### config.mk
export PLATFORM = sky130hd
export DESIGN_NAME = usb_bulk_sched
export DESIGN_NICKNAME = d
export VERILOG_FILES = /design/src/rtl/usb_bulk_sched.sv
export SDC_FILE = /design/constraint.sdc
export NUM_CORES = 1
export LEC_CHECK = 0
export ABC_AREA = 1
export CAP_MARGIN = 15
export CORE_UTILIZATION = 30
export DETAILED_ROUTE_END_ITERATION = 7
export HOLD_SLACK_MARGIN = 0.05
export PLACE_DENSITY = 0.58
export RECOVER_POWER = 100
export SLEW_MARGIN = 20
export SYNTH_ARGS = -nofsm -noshare
export SYNTH_HDL_FRONTEND = slang
export SYNTH_SLANG_ARGS = --single-unit
### constraint.sdc
create_clock -name clk -period 1.6 [get_ports clk]
set_input_delay 0.24 -clock clk [delete_from_list [all_inputs] [get_ports clk]]
set_output_delay 0.24 -clock clk [all_outputs]
set_load 0.005 [all_outputs]
### src/rtl/usb_bulk_sched.sv
// usb_bulk_sched: bulk IN/OUT transfer scheduler owning the shared USB<->SD data FIFO
// Ports: clk, n_rst (async active-low); pid_valid/pid and rx_eop/crc_ok from the packet decoder;
// fifo_count in, fifo_dir/fifo_clear out for the shared FIFO; sd_tx_en_write/write_done and
// sd_rx_en_read/read_done SD block requests; tx_start/tx_pid/tx_done to the packet encoder;
// in_ready (IN block staged), busy, xfer_err (CRC error, short packet or ACK timeout).
module usb_bulk_sched #(
  parameter int BLOCK_BYTES = 64,
  parameter int ACK_TIMEOUT = 144
) (
  input  logic       clk,
  input  logic       n_rst,
  input  logic       pid_valid,
  input  logic [3:0] pid,
  input  logic       rx_eop,
  input  logic       crc_ok,
  input  logic [6:0] fifo_count,
  output logic       fifo_dir,
  output logic       fifo_clear,
  output logic       sd_tx_en_write,
  input  logic       write_done,
  output logic       sd_rx_en_read,
  input  logic       read_done,
  output logic       tx_start,
  output logic [3:0] tx_pid,
  input  logic       tx_done,
  output logic       in_ready,
  output logic       busy,
  output logic       xfer_err
);
  localparam logic [3:0] PID_OUT = 4'b0001;
  localparam logic [3:0] PID_IN  = 4'b1001;
  localparam logic [3:0] PID_D0  = 4'b0011;
  localparam logic [3:0] PID_D1  = 4'b1011;
  localparam logic [3:0] PID_ACK = 4'b0010;
  localparam logic [3:0] PID_NAK = 4'b1010;
  localparam logic [2:0] IDLE        = 3'd0;
  localparam logic [2:0] OUT_RX      = 3'd1;
  localparam logic [2:0] OUT_HS      = 3'd2;
  localparam logic [2:0] SD_WR       = 3'd3;
  localparam logic [2:0] IN_TX       = 3'd4;
  localparam logic [2:0] IN_WAIT_ACK = 3'd5;
  localparam logic [2:0] NAK_TX      = 3'd6;
  localparam int CW = $clog2(ACK_TIMEOUT);
  logic [2:0] state;
  logic [CW-1:0] cnt;
  logic out_toggle, in_toggle, data_seen, data_pid1, hs_wr;
  logic pv, known, is_data, is_token, sd_busy, cnt_exp;
  // end of packet takes precedence over a coincident PID strobe
  assign pv = pid_valid && !rx_eop;
  assign known = pid inside {PID_OUT, PID_IN, PID_D0, PID_D1, PID_ACK, PID_NAK};
  assign is_data = pid == PID_D0 || pid == PID_D1;
  assign is_token = pid == PID_OUT || pid == PID_IN;
  assign sd_busy = sd_tx_en_write || sd_rx_en_read;
  assign cnt_exp = cnt == CW'(ACK_TIMEOUT - 1);
  assign busy = state != IDLE || sd_busy;
  always_ff @(posedge clk or negedge n_rst)
    if (!n_rst) begin
      state <= IDLE;
      cnt <= '0;
      out_toggle <= 1'b0;
      in_toggle <= 1'b0;
      data_seen <= 1'b0;
      data_pid1 <= 1'b0;
      hs_wr <= 1'b0;
      fifo_dir <= 1'b0;
      fifo_clear <= 1'b0;
      sd_tx_en_write <= 1'b0;
      sd_rx_en_read <= 1'b0;
      tx_start <= 1'b0;
      tx_pid <= 4'b0000;
      in_ready <= 1'b0;
      xfer_err <= 1'b0;
    end else begin
      tx_start <= 1'b0;
      fifo_clear <= 1'b0;
      xfer_err <= 1'b0;
      // SD requests finish in the background, whatever the token state machine is doing
      if (write_done && sd_tx_en_write) begin
        sd_tx_en_write <= 1'b0;
        fifo_clear <= 1'b1;
      end
      if (read_done && sd_rx_en_read) begin
        sd_rx_en_read <= 1'b0;
        in_ready <= 1'b1;
      end
      case (state)
        IDLE:
          if (pv && pid == PID_OUT) begin
            if (fifo_count == 7'd0 && !in_ready && !sd_busy) begin
              fifo_dir <= 1'b0;
              data_seen <= 1'b0;
              state <= OUT_RX;
            end else begin
              tx_start <= 1'b1;
              tx_pid <= PID_NAK;
              state <= NAK_TX;
            end
          end else if (pv && pid == PID_IN) begin
            tx_start <= 1'b1;
            if (in_ready) begin
              tx_pid <= in_toggle ? PID_D1 : PID_D0;
              state <= IN_TX;
            end else begin
              tx_pid <= PID_NAK;
              state <= NAK_TX;
              if (!sd_busy && fifo_count == 7'd0) begin
                fifo_dir <= 1'b1;
                sd_rx_en_read <= 1'b1;
              end
            end
          end
        OUT_RX:
          if (rx_eop && data_seen) begin
            if (!crc_ok || fifo_count != 7'(BLOCK_BYTES)) begin
              fifo_clear <= 1'b1;
              xfer_err <= 1'b1;
              state <= IDLE;
            end else begin
              tx_start <= 1'b1;
              tx_pid <= PID_ACK;
              state <= OUT_HS;
              hs_wr <= data_pid1 == out_toggle;
              // a retransmitted block is acknowledged but discarded
              if (data_pid1 == out_toggle) out_toggle <= ~out_toggle;
              else fifo_clear <= 1'b1;
            end
          end else if (pv && is_data) begin
            data_seen <= 1'b1;
            data_pid1 <= pid[3];
          end
        OUT_HS:
          if (tx_done) begin
            sd_tx_en_write <= hs_wr;
            state <= hs_wr ? SD_WR : IDLE;
          end
        SD_WR:
          if (pv && is_token) begin
            tx_start <= 1'b1;
            tx_pid <= PID_NAK;
            state <= NAK_TX;
          end else if (write_done) state <= IDLE;
        IN_TX:
          if (tx_done) begin
            cnt <= '0;
            state <= IN_WAIT_ACK;
          end
        IN_WAIT_ACK:
          if (pv && pid == PID_ACK) begin
            in_toggle <= ~in_toggle;
            in_ready <= 1'b0;
            fifo_clear <= 1'b1;
            state <= IDLE;
          end else if ((pv && known) || cnt_exp) begin
            // block and toggle are kept; fifo_dir stays 1 so TX re-reads the block
            xfer_err <= 1'b1;
            state <= IDLE;
          end else cnt <= cnt + 1'b1;
        NAK_TX:
          if (tx_done) state <= IDLE;
        default: state <= IDLE;
      endcase
    end
endmodule
==> results of run 1 <==
==> how the worst max path moves through the flow <==
| stage | slack, ps | start | to |
|---|---|---|---|
| 5_1_grt | 20 | state[1] | in_toggle |
| 2_1_floorplan | 170 | cnt[0] | cnt[6] |
| 4_1_cts | 80 | state[0] | busy |
| 3_3_place_gp | -120 | pid[0] | state[2] |
| 3_5_place_dp | -120 | pid[0] | state[2] |
| 6_report | 80 | sd_rx_en_read | sd_rx_en_read |
==> cells in the mapped netlist, types with 2 or more instances <==
| cell type | instances |
|---|---|
| nand3_1 | 16 |
| nand2_1 | 63 |
| inv_2 | 5 |
| nand3_2 | 2 |
| o22ai_1 | 2 |
| nor2_2 | 4 |
| or2_1 | 2 |
| nand3b_1 | 2 |
| nand2_4 | 2 |
| a21oi_1 | 3 |
| nand2_2 | 3 |
| o21ai_1 | 8 |
| o21ai_0 | 7 |
| xor2_1 | 5 |
| dfrtp_1 | 26 |
| inv_1 | 24 |
| nor2_1 | 31 |
| nand4_1 | 7 |
==> through the flow <==
step           total power (uW)  util, %  area (um^2)
4_1_cts                    2448    42.36         2177
2_1_floorplan              1467        -         1609
3_3_place_gp               1837    40.68         2091
3_5_place_dp               1839    40.68         2091
5_1_grt                    2621    42.82         2201
6_report                   2421    42.82         2201
==> power by group through the flow <==
stage	sequential (uW)	clock, uW	combinational, uW
CTS	822	598	1030
detailed placement	849	0	990
global placement	852	0	985
global route	835	610	1180
finish	820	566	1030
floorplan	850	0	617
==> sequential cells by signal (all words and copies together) (netlist names) <==
signal / count
cnt: 8
in_ready: 1
out_toggle: 1
sd_tx_en_write: 1
data_pid1: 1
hs_wr: 1
state: 3
xfer_err: 1
tx_start: 1
sd_rx_en_read: 1
fifo_dir: 1
data_seen: 1
fifo_clear: 1
tx_pid: 3
in_toggle: 1
==> layout make-up <==
type / instances / share of cell area [%]
clock inverters: 1 / 1.364
well taps: 70 / 3.980
multi-input cells: 166 / 37.92
repair buffers: 50 / 20.01
inverters: 30 / 5.230
clock buffers: 3 / 1.876
flip-flops and latches: 26 / 29.62
==> layout by cell type, fill, tap and decap left out, drive strengths merged <==
master and instances:
nand3b 2, conb 1, o21ai 15, o22ai 2, clkinv 1, bufinv 1
nand2 68, o211ai 1, dlygate4sd2 1, nor3 2, a21o 1, ha 1
nand4 7, nand3 18, dfrtp 26, nor2 36, inv 29, dlygate4sd3 9
or2 2, nor4 1, xor2 5, clkbuf 6, clkdlybuf4s50 19, a31oi 1
a21oi 3, buf 18
==> metal layers <==
layer / global-route usage (%) / part of all wire (%) / up-vias
met5: 0 / 0 / -
met4: 3.704 / 1.0 / 0
met3: 3.748 / 4.1 / 4
met2: 31.23 / 50 / 34
met1: 20.00 / 44 / 707
li1: - / - / 817
==> logic make-up (layout without fill, tap and decap cells) <==
kind of cell | count (synthesis) | after routing | share of synthesized area [%]
XOR/XNOR | 5 | 5 | 2.721
AO/OA/AOI/OAI | 23 | 23 | 7.698
flip-flops | 26 | 26 | 40.44
AND/OR/NAND/NOR | 136 | 136 | 39.66
adder cells (fa/ha/maj) | 1 | 1 | 0.7775
other | 1 | 1 | 0.2331
buffers and inverters | 33 | 84 | 8.476
==> worst reg2reg max path, stage by stage, from the launching register on <==
cell and delay [ps]:
dfrtp_1 420, buf_4 160, inv_4 100, nand2_4 80, nor2_8 170, inv_2 80, nor2_2 210, xor2_1 160
==> timing repair <==
item	in CTS	in global routing
setup buffers	2	2
gates cloned	0	0
hold buffers	0	0
setup endpoints to repair	1	12
pin swaps	1	1
resized for setup	2	5
==> flow_summary.ini, run 1 <==
[floorplan]
dieArea_mm2 = 0.005660
die_height_um = 75.24
rows = 26
start_util_pct = 31.30
core_mm2 = 0.005140
boundaryPins = 31
dieWidth_um = 75.24

[setup_path]
r2r_start = state[1]
worst-path-max-fanout = 4
r2r_cells = 7
end_kind = output pin
critical_path_class = register to output pin
cpLargestDelayFamily = buffers and inverters
slowest_stage = dlygate4sd3_1
start_kind = register
required_ps = 1360
cp.arrival_ps = 1280
rrSetupSlack_ps = 140
slowest_delay_ps = 590
crit_path_cell_trace = dlygate4sd3_1
crit_buf_inv = 1
r2r_end = in_toggle
crit_cells = 1

[finish]
syn2layout_area_growth_pct = 36.78
final_cells = 346
seq_area_um2 = 651.9
final_net_count = 297
layout-drive-gt1-share_pct = 16.30
nFillCells = 588
multi_input_area_um2 = 834.6
num_antenna_cells = 0

[drt]
drc = 0
vias = 1562
wl_um = 4131
drt-initial-drc-count = 69
ant_nets = 0
post_drt_wl_per_cell_um = 11.94
avgViaCountPerCell = 4.514
dr.pass1.iters = 4

[sta]
rsz0062_at_grt = false
max-slew-margin-rel_pct = 54.08
timing.final.crit_period_ps = 1519
post-route-period-util_pct = 94.95
fmax_mhz = 658.2
final-hold-violation-count = 0
finalMaxSlewViolations = 0
setup_viol = 0
skew_ps = 2.353
fin_setup_tns_ps = 0
timing.final.ws_setup_ps = 80.78
tightest_slew_ps = 688.8
whs_ps = 466.6

[synthesis]
ys_types = 31
synth_top_area_share_pct = 40.44
seq_area_frac_synth_pct = 40.44
synth_area_per_cell_um2 = 7.151
netlist_instances = 225
synth.cell_area_mm2 = 0.001609
ys_seq_elements = 26
synth-main-ff-cell = dfrtp_1
syn_nets = 245
async_flop_share_pct = 100.0
synth-warning-count = 0
synth_edf_count = 0
synthTopCellsByArea = dfrtp_1 (40%), nand2_1 (15%), nor2_1 (7.2%)
synth.largest_area_cell = dfrtp_1

[run_status]
status = complete, no violations

[grt]
grt_pass1_wl_um = 7189
grt_max_degree = 27
grt.total_usage_pct = 16.90
grt_pass1_vias = 1604
antenna_found_initial = 0
overflow = 0

[power]
power_frac_comb_pct = 42.7
seqPwrFrac_pct = 33.9
swShare_pct = 37.85
intPower_uw = 1505
vdd_drop_max_mv = 0.6749
p_switching_uw = 916.3
p_per_area_mw_per_mm2 = 1100
clock_power_share_pct = 23.4
p_leak_uw = 0.001151

[clock_network]
clkSinkCount = 26
clock_latency_ps = 280
cts_buffers = 3
root_buffer = clkbuf_8
clk_pin_slew_worst_paths_ps = 100
cts_htree_levels = 1
cts_tree = yes
cts_buffer_depth = 2

[place]
dpl.hpwl_um = 3143
place_congestion = 0.8461
io_buffers = 29
place_ws_ps = -123.8
placed_cells = 338

[worst_hold_path]
hp-start = in_toggle
worstHoldPathCells = 1
holdPathEnd = in_toggle
hp-class = register to register

[job]
maxCapViolCount = 0
No activity file was read; power rests on OpenSTA's default activity.
==> run 2, diff against run 1 <==
- PLACE_DENSITY: 0.58 -> not set
==> run 2 against run 1 <==
Against the previous run: utilization fell by 0.41 points; clock-buffer cell count increased by 1; non-clock buffer count shrank 2; clock power shrank 22%; clock skew up 1.6 ps; critical path depth unchanged; sequential share of layout area rose by 0.29 points; largest cell class unchanged; sequential cell count stayed put; total power shrank 5.8%; first-iteration DRC count down 28%; sequential power down 2%; critical path type unchanged; maximum frequency hardly changed.
==> flow_summary.ini, run 2 (synthesis results as in run 1) <==
[job]
maxCapViolCount = 0

[clock_network]
cts_htree_levels = 1
clock_latency_ps = 270
clkSinkCount = 26
cts_buffers = 3
clk_pin_slew_worst_paths_ps = 90
cts_tree = yes
cts_buffer_depth = 2
root_buffer = clkbuf_8

[finish]
layout_commonest_cell = nand2_1
final_cell_mix = nand2_1 (63), nor2_1 (29), dfrtp_1 (25)
layout-drive-gt1-share_pct = 16.06
syn2layout_area_growth_pct = 35.46
largest_reg_flops = 8
nFillCells = 568
top_register = cnt
num_antenna_cells = 0
final_cells = 344
reg.largest.list = cnt: 8 flops, state: 3 flops, tx_pid: 3 flops
final_net_count = 295

[worst_hold_path]
hp-class = register to register

[drt]
ant_nets = 0
wl_um = 3929
post_drt_wl_per_cell_um = 11.42
drc = 0
drt-initial-drc-count = 50
vias = 1556
avgViaCountPerCell = 4.523
dr.pass1.iters = 4

[run_status]
status = complete, no violations

[power]
p_leak_uw = 0.001136
p_per_area_mw_per_mm2 = 1047
power_frac_comb_pct = 45.4
intPower_uw = 1387
vdd_drop_max_mv = 0.6524
swShare_pct = 39.23
total_power_uw = 2282
seqPwrFrac_pct = 35.4
clock_power_share_pct = 19.2
p_switching_uw = 895.1

[grt]
grt_pass1_vias = 1479
use_met1_pct = 19.24
grt_max_degree = 27
met2_usage_pct = 28.73
grt_most_used_layer = met2
grt.total_usage_pct = 15.85
antenna_found_initial = 0
grt_pass1_wl_um = 6665
grt_use_met3_pct = 3.347
overflow = 0

[sta]
max-slew-margin-rel_pct = 54.05
skew_ps = 3.938
tightest_slew_ps = 689.3
post-route-period-util_pct = 94.96
finalMaxSlewViolations = 0
final-hold-violation-count = 0
setup_viol = 0
timing.final.crit_period_ps = 1519
fmax_mhz = 658.1

[floorplan]
dieArea_mm2 = 0.005660
start_util_pct = 31.30
boundaryPins = 31
die_height_um = 75.24
rows = 26
core_mm2 = 0.005140
dieWidth_um = 75.24

[setup_path]
critical_path_class = register to output pin
cp.arrival_ps = 1280
slowest_stage = dlygate4sd3_1
crit_buf_inv = 1
crit_path_cell_trace = dlygate4sd3_1
start_kind = register
required_ps = 1360
end_kind = output pin
cpLargestDelayFamily = buffers and inverters
slowest_delay_ps = 590
worst-path-max-fanout = 4

[place]
place_congestion = 0.8782
io_buffers = 29
placed_cells = 336
dpl.hpwl_um = 3007
==> run 2: path summary, 6_finish.rpt <==
kind                       slack, ps   endpoint       from  depth (start not counted)
hold / removal                   470  in_toggle  in_toggle                          1
max in group asynchronous        580   state[0]      n_rst                          2
min in group asynchronous        530     cnt[6]      n_rst                          2
hold reg to reg                  470  in_toggle  in_toggle                          1
setup reg to reg                 150     cnt[0]     cnt[1]                          9
setup / recovery                  80   in_ready   in_ready                          1
==> run 2: stage by stage <==
step	TNS [ps]	setup slack [ps]	util, %	hold WS (ps)	cell area, um^2
after global routing	-21.88	-8.834	42.41	497.9	2180
after global placement	-691.8	-135.8	40.38	452.4	2076
after floorplan	0	173.1	-	-55.59	1609
after detailed placement	-898.7	-173.6	40.38	458.6	2076
after CTS	0	70.35	41.75	338.0	2146
final	0	80.58	42.41	468.4	2180
==> run 2: metal layers <==
| metal | routed length (um) | part of all wire [%] |
|---|---|---|
| met1 | 1796 | 46 |
| met2 | 1930 | 49 |
| met3 | 179 | 4.6 |
| met4 | 23 | 0.59 |
| met5 | 0 | 0 |
==> run 2: cell type report <==
type                       instances  area (um^2)  area share [%]
sequential                        26        651.9           29.91
inverter                          30        112.6           5.166
clock buffer                       4        55.05           2.526
timing repair buffer              48        425.4           19.52
multi-input combinational        166        847.1           38.86
tap                               70        87.58           4.018
==> run 2: timing repair <==
action                     in CTS  in global routing
pin swaps                       1                  0
hold buffers                    0                  0
buffers inserted                2                  2
setup endpoints to repair       1                 13
resized for setup               2                  6
==> run 2: power by group through the flow <==
stage	logic, uW	registers (uW)	clock network (uW)
floorplan	617	850	0
global placement	977	852	0
detailed placement	979	850	0
CTS	1020	820	465
global route	1160	820	485
finish	1040	807	439
==> run 3, diff against run 2 <==
- SLEW_MARGIN: 20 -> not set
==> results of run 3 <==
No change in the layout: final DEF, timing and power equal those of run 2.
